`src/rtl/pulse_gen.sv`:
```
// pulse_gen: programmable high/low level-waveform transmitter started by a one-cycle strobe.
// Optional rise_flag/fall_flag outputs are enabled by defining PULSE_GEN_EDGE_FLAGS_EN.
module pulse_gen #(
  parameter int CNT_W = 16,
  parameter int NUM_W = 8
) (
  input  logic             clk,
  input  logic             reset,
  input  logic             start,
  input  logic [CNT_W-1:0] high_len,
  input  logic [CNT_W-1:0] low_len,
  input  logic [NUM_W-1:0] num_pulses,
  input  logic             abort,
  output logic             dout,
  output logic             busy,
  output logic             done
`ifdef PULSE_GEN_EDGE_FLAGS_EN
  ,
  output logic             rise_flag,
  output logic             fall_flag
`endif
);
  typedef enum logic [1:0] {IDLE, HIGH, LOW, DONE} state_t;
  state_t state;
  logic [CNT_W-1:0] cnt, hi_m1, lo_m1;
  logic [NUM_W-1:0] pcnt;
  logic [CNT_W-1:0] hi_load, lo_load;
  // A zero length counts as one cycle, so both map to a terminal count of 0.
  assign hi_load = (high_len == '0) ? '0 : high_len - CNT_W'(1);
  assign lo_load = (low_len == '0) ? '0 : low_len - CNT_W'(1);
  always_ff @(posedge clk or posedge reset) begin
    if (reset) begin
      state <= IDLE;
      dout  <= 1'b0;
      busy  <= 1'b0;
      done  <= 1'b0;
      cnt   <= '0;
      hi_m1 <= '0;
      lo_m1 <= '0;
      pcnt  <= '0;
`ifdef PULSE_GEN_EDGE_FLAGS_EN
      rise_flag <= 1'b0;
      fall_flag <= 1'b0;
`endif
    end else begin
      done <= 1'b0;
`ifdef PULSE_GEN_EDGE_FLAGS_EN
      rise_flag <= 1'b0;
      fall_flag <= 1'b0;
`endif
      if (abort && busy) begin
        state <= IDLE;
        dout  <= 1'b0;
        busy  <= 1'b0;
`ifdef PULSE_GEN_EDGE_FLAGS_EN
        fall_flag <= dout;
`endif
      end else begin
        case (state)
          IDLE, DONE: begin
            state <= IDLE;
            if (start && !abort) begin
              hi_m1 <= hi_load;
              lo_m1 <= lo_load;
              pcnt  <= num_pulses;
              cnt   <= hi_load;
              if (num_pulses == '0) begin
                state <= DONE;
                done  <= 1'b1;
              end else begin
                state <= HIGH;
                dout  <= 1'b1;
                busy  <= 1'b1;
`ifdef PULSE_GEN_EDGE_FLAGS_EN
                rise_flag <= 1'b1;
`endif
              end
            end
          end
          HIGH: begin
            if (cnt == '0) begin
              state <= LOW;
              dout  <= 1'b0;
              cnt   <= lo_m1;
`ifdef PULSE_GEN_EDGE_FLAGS_EN
              fall_flag <= 1'b1;
`endif
            end else cnt <= cnt - CNT_W'(1);
          end
          LOW: begin
            if (cnt != '0) cnt <= cnt - CNT_W'(1);
            else if (pcnt == NUM_W'(1)) begin
              state <= DONE;
              done  <= 1'b1;
              busy  <= 1'b0;
              pcnt  <= '0;
            end else begin
              state <= HIGH;
              dout  <= 1'b1;
              pcnt  <= pcnt - NUM_W'(1);
              cnt   <= hi_m1;
`ifdef PULSE_GEN_EDGE_FLAGS_EN
              rise_flag <= 1'b1;
`endif
            end
          end
          default: state <= IDLE;
        endcase
      end
    end
  end
endmodule

```
`config.mk`:
```
export PLATFORM = sky130hd
export DESIGN_NAME = pulse_gen
export DESIGN_NICKNAME = d
export VERILOG_FILES = /design/src/rtl/pulse_gen.sv
export SDC_FILE = /design/constraint.sdc
export NUM_CORES = 1
export LEC_CHECK = 0
export CAP_MARGIN = 30
export CORE_UTILIZATION = 60
export CTS_BUF_LIST = sky130_fd_sc_hd__clkbuf_8
export DETAILED_ROUTE_END_ITERATION = 6
export PLACE_DENSITY = 0.85
export SETUP_SLACK_MARGIN = 0.2
export SYNTH_ARGS = -nofsm -noshare
export SYNTH_HDL_FRONTEND = slang
export SYNTH_SLANG_ARGS = --single-unit
```
`constraint.sdc`:
```
create_clock -name clk -period 4.65 [get_ports clk]
set_clock_uncertainty 0.05 [all_clocks]
set_input_delay 1.1625 -clock clk [delete_from_list [all_inputs] [get_ports clk]]
set_output_delay 1.1625 -clock clk [all_outputs]
set_load 0.005 [all_outputs]
```
==> results.yml <==
floorplanning:
  io_pins: 47
  floorplan.initialDensity_pct: 62.36
  die_width_um: 83.24
  rows: 29
  die-area_mm2: 0.006929
  core_area_mm2: 0.006350
  chipHeight_um: 83.24
clocking:
  clockRootBuffer: "sky130_fd_sc_hd__clkbuf_8"
  clock_insertion_delay_at_the_later_pin_of_the_skew_report_ns: 0.35
  clock_sinks: 61
  post_cts_hold_buffer_count: 0
  cts_repair_resize_count: 0
  worst_setup_hold_path_clk_slew_ns: 0.08
  max_buffers_root_to_sink: 2
  tritoncts: "built"
  cts_made_buffers: 9
  htree_levels: 3
  cts_setup_buffers: 0
placed_design:
  place_area_mm2: 0.004444
  gp_congestion: 0.8814
  post-dp-hpwl_um: 7281
  port-buffer-count: 46
  placedCellCount: 569
route:
  routed_wl_met3_um: 723
  drt_iter0_markers: 384
  wirelength_met1_um: 4329
  routed-wl-met2_um: 4950
  drt_pre_antenna_iters: 5
  route.detailed.wl_per_inst_um: 17.80
  count_of_vias_placed_by_the_detailed_router: 3848
  drt_drc_violations_left: 0
  routed_wl_um: 10410
  routed.top_layer: "met4"
  post_detailed_route_count_of_antenna_violating_nets: 0
  viasPerCell: 6.578
setup_path:
  cell_at_the_slowest_stage_of_the_critical_path: "sky130_fd_sc_hd__nor4_1"
  timing.critical_path.from_type: "primary input"
  setup.reg_to_reg.worst_slack_ns: 1.27
  worst_path_largest_cell_delay_ns: 0.67
  path_cells: "clkdlybuf4s50_1 > nor4_1 > nand3_1 > or3b_1 > nor3b_1 > a21oi_1 > o311ai_1"
  worst-endpoint-arrival_ns: 3.68
  timing.setup.critical_path_class: "in2reg"
  cp_max_fo: 7
  reg2reg_depth: 8
  worst-endpoint-required_ns: 4.83
  crit_end_element: "register"
global_route:
  grt.total_usage_pct: 31.26
  grt_first_pass_wirelength_um: 17220
  gr-total-overflow: 0
  antenna_found_initial: 0
  grt_max_degree: 42
  first_global_vias: 3636
finish:
  layout.cells.non_filler: 585
  sequential_cell_area_mm2: 0.001526
  n_antenna_cell: 0
  multiInputGateArea_mm2: 0.002230
  syn2layout_area_growth_pct: 17.54
  postLayoutCellArea_mm2: 0.004654
  nFillCells: 488
  design.final.nets: 555
  final_layout_size_suffix_gt1_share_pct: 6.693
  fin_util_pct: 73.30
yosys:
  synth.net_count: 520
  dominant_combinational_cell_family_by_area_after_synthesis: "compound AO/OA/AOI/OAI gates"
  top_cells_by_count_synth: "sky130_fd_sc_hd__dfrtp_1 (61), sky130_fd_sc_hd__o21ai_0 (54), sky130_fd_sc_hd__nand2_1 (46), sky130_fd_sc_hd__nor2_1 (32), sky130_fd_sc_hd__a21oi_1 (29)"
  synth.top_cell.area_share_pct: 38.55
  synth_top_area_cell: "sky130_fd_sc_hd__dfrtp_1"
  yosys_warnings: 0
  sequential_to_total_area_share_from_yosys_stat_pct: 38.55
  synth.most_common_cell: "sky130_fd_sc_hd__dfrtp_1"
  synth.avg_cell_area_um2: 8.462
  synthesis.area_mm2: 0.003960
  synth_compound_gate_area_share_pct: 25.69
  multiplexer_share_of_the_synthesized_area_pct: 1.011
  post_synthesis_instance_total: 468
  number_of_enable_flip_flop_cells_after_synthesis: 0
  yosys_register_bits: 61
  synth_ff_type: "sky130_fd_sc_hd__dfrtp_1"
  synth_cell_types: 60
  top_cells_by_area_in_the_synthesized_netlist: "sky130_fd_sc_hd__dfrtp_1 (39%), sky130_fd_sc_hd__o21ai_0 (6.8%), sky130_fd_sc_hd__xnor2_1 (4.4%)"
  synth_xor_xnor_area_share_pct: 6.414
  postSynth.asyncResetShare_pct: 100.0
  post_synth_and_or_nand_nor_area_fraction_pct: 20.66
  area_share_of_fa_ha_maj_cells_after_synthesis_pct: 2.528
power:
  switching_share_pct: 42.41
  irDropWorstVdd_uv: 522.2
  power_density_mw_per_mm2: 583.2
  seq_power_share_pct: 37.1
  cellLeakagePower_nw: 1.842
  power.clock.fraction_pct: 18.5
  switchingPower_mw: 1.151
  internal_power_mw: 1.563
  p_comb_share_pct: 44.3
sta:
  clock.fmax_mhz: 285.7
  final_number_of_hold_violating_endpoints: 0
  setup_failing_eps_final: 0
  worst_slew_slack_as_a_fraction_of_its_limit_pct: 32.81
  final.min_clock_period_ns: 3.500
  final_max_slew_viol_count: 0
  holdWs_ns: 0.4239
  grt_setup_unrepaired: "no"
  final_tns_setup_ns: 0
  layout_worst_path_cycle_share_pct: 75.27
  slew_of_the_pin_with_the_lowest_slew_margin_ns: 0.9986
job:
  max-cap-violations: 0
hold_path:
  classification_of_the_worst_slack_hold_path: "reg2reg"
  worstHoldPathCells: 2
outcome:
  status: "finished clean"
-- logic make-up (layout without fill, tap and decap cells) --
logic type	count (synthesis)	after routing
muxes	4	4
buffers and inverters	50	90
adders and majority gates	8	8
and+or+nand+nor	161	161
DFF	61	61
AOI/OAI and AO/OA	155	155
xor gates and xnor gates	29	29
-- layout make-up --
class / count / area share, %
Clock buffer: 12 / 3.548
Clock inverter: 4 / 0.9677
Inverter: 21 / 1.694
Multi-Input combinational cell: 357 / 47.90
Sequential cell: 61 / 32.80
Tap cell: 77 / 2.070
Timing Repair Buffer: 53 / 11.02
-- worst paths after layout --
kind / start / to
max: high_len[4] / cnt[14]
min: hi_m1[1] / hi_m1[1]
max reg2reg: cnt[0] / pcnt[2]
min reg2reg: hi_m1[1] / hi_m1[1]
max in group asynchronous: reset / cnt[7]
min in group asynchronous: reset / cnt[10]
-- worst max-delay path: cells and delay by family --
kind	cells	cell delay, ns
compound gates	2	0.37
buf+inv	1	0.47
simple gates	4	1.68
-- metrics by stage --
stage               total power, mW  setup slack [ns]
floorplan                     1.843             1.712
global placement              2.120            0.9862
detailed placement            2.178            0.8571
CTS                           2.681             1.151
global route                  2.883            0.9056
finish                        2.714             1.150
-- cells in the final DEF (no fill, tap or decap), types with 4 or more instances in the layout --
cell                              instances
sky130_fd_sc_hd__dfrtp_1                 61
sky130_fd_sc_hd__o21ai_0                 54
sky130_fd_sc_hd__nand2_1                 46
sky130_fd_sc_hd__clkdlybuf4s50_1         46
sky130_fd_sc_hd__nor2_1                  32
sky130_fd_sc_hd__a21oi_1                 29
sky130_fd_sc_hd__nor3_1                  22
sky130_fd_sc_hd__inv_1                   20
sky130_fd_sc_hd__xnor2_1                 20
sky130_fd_sc_hd__clkbuf_8                12
sky130_fd_sc_hd__o31ai_1                 11
sky130_fd_sc_hd__nand3_1                 10
sky130_fd_sc_hd__a22o_1                  10
sky130_fd_sc_hd__xor2_1                   9
sky130_fd_sc_hd__or3_1                    8
sky130_fd_sc_hd__ha_1                     8
sky130_fd_sc_hd__nor4_1                   7
sky130_fd_sc_hd__buf_4                    7
sky130_fd_sc_hd__nand4_1                  6
sky130_fd_sc_hd__o22ai_1                  5
sky130_fd_sc_hd__a22oi_1                  5
sky130_fd_sc_hd__or4_1                    5
sky130_fd_sc_hd__nand2b_1                 4
sky130_fd_sc_hd__nor3b_1                  4
sky130_fd_sc_hd__o22a_1                   4
sky130_fd_sc_hd__a211oi_1                 4
sky130_fd_sc_hd__a31oi_1                  4
sky130_fd_sc_hd__mux2i_1                  4
-- power groups by stage --
stage	clock, mW	combinational [mW]	sequential (mW)
after floorplan	0	0.901	0.942
after global placement	0	1.12	0.999
after detailed placement	0	1.17	1.01
after CTS	0.500	1.18	1.00
after global routing	0.520	1.33	1.03
final	0.503	1.20	1.01
-- per-layer routing --
layer,track usage (%),vias up
met1,40.23,1819
li1,-,1798
met3,5.567,47
met4,17.08,0
met2,50.07,184
met5,0,-
-- sequential cells by signal (all words and copies together), names as in the netlist --
register / flops
lo_m1: 16
done: 1
pcnt: 8
busy: 1
state: 2
cnt: 16
hi_m1: 16
dout: 1
Power figures use the tool's default switching activity.
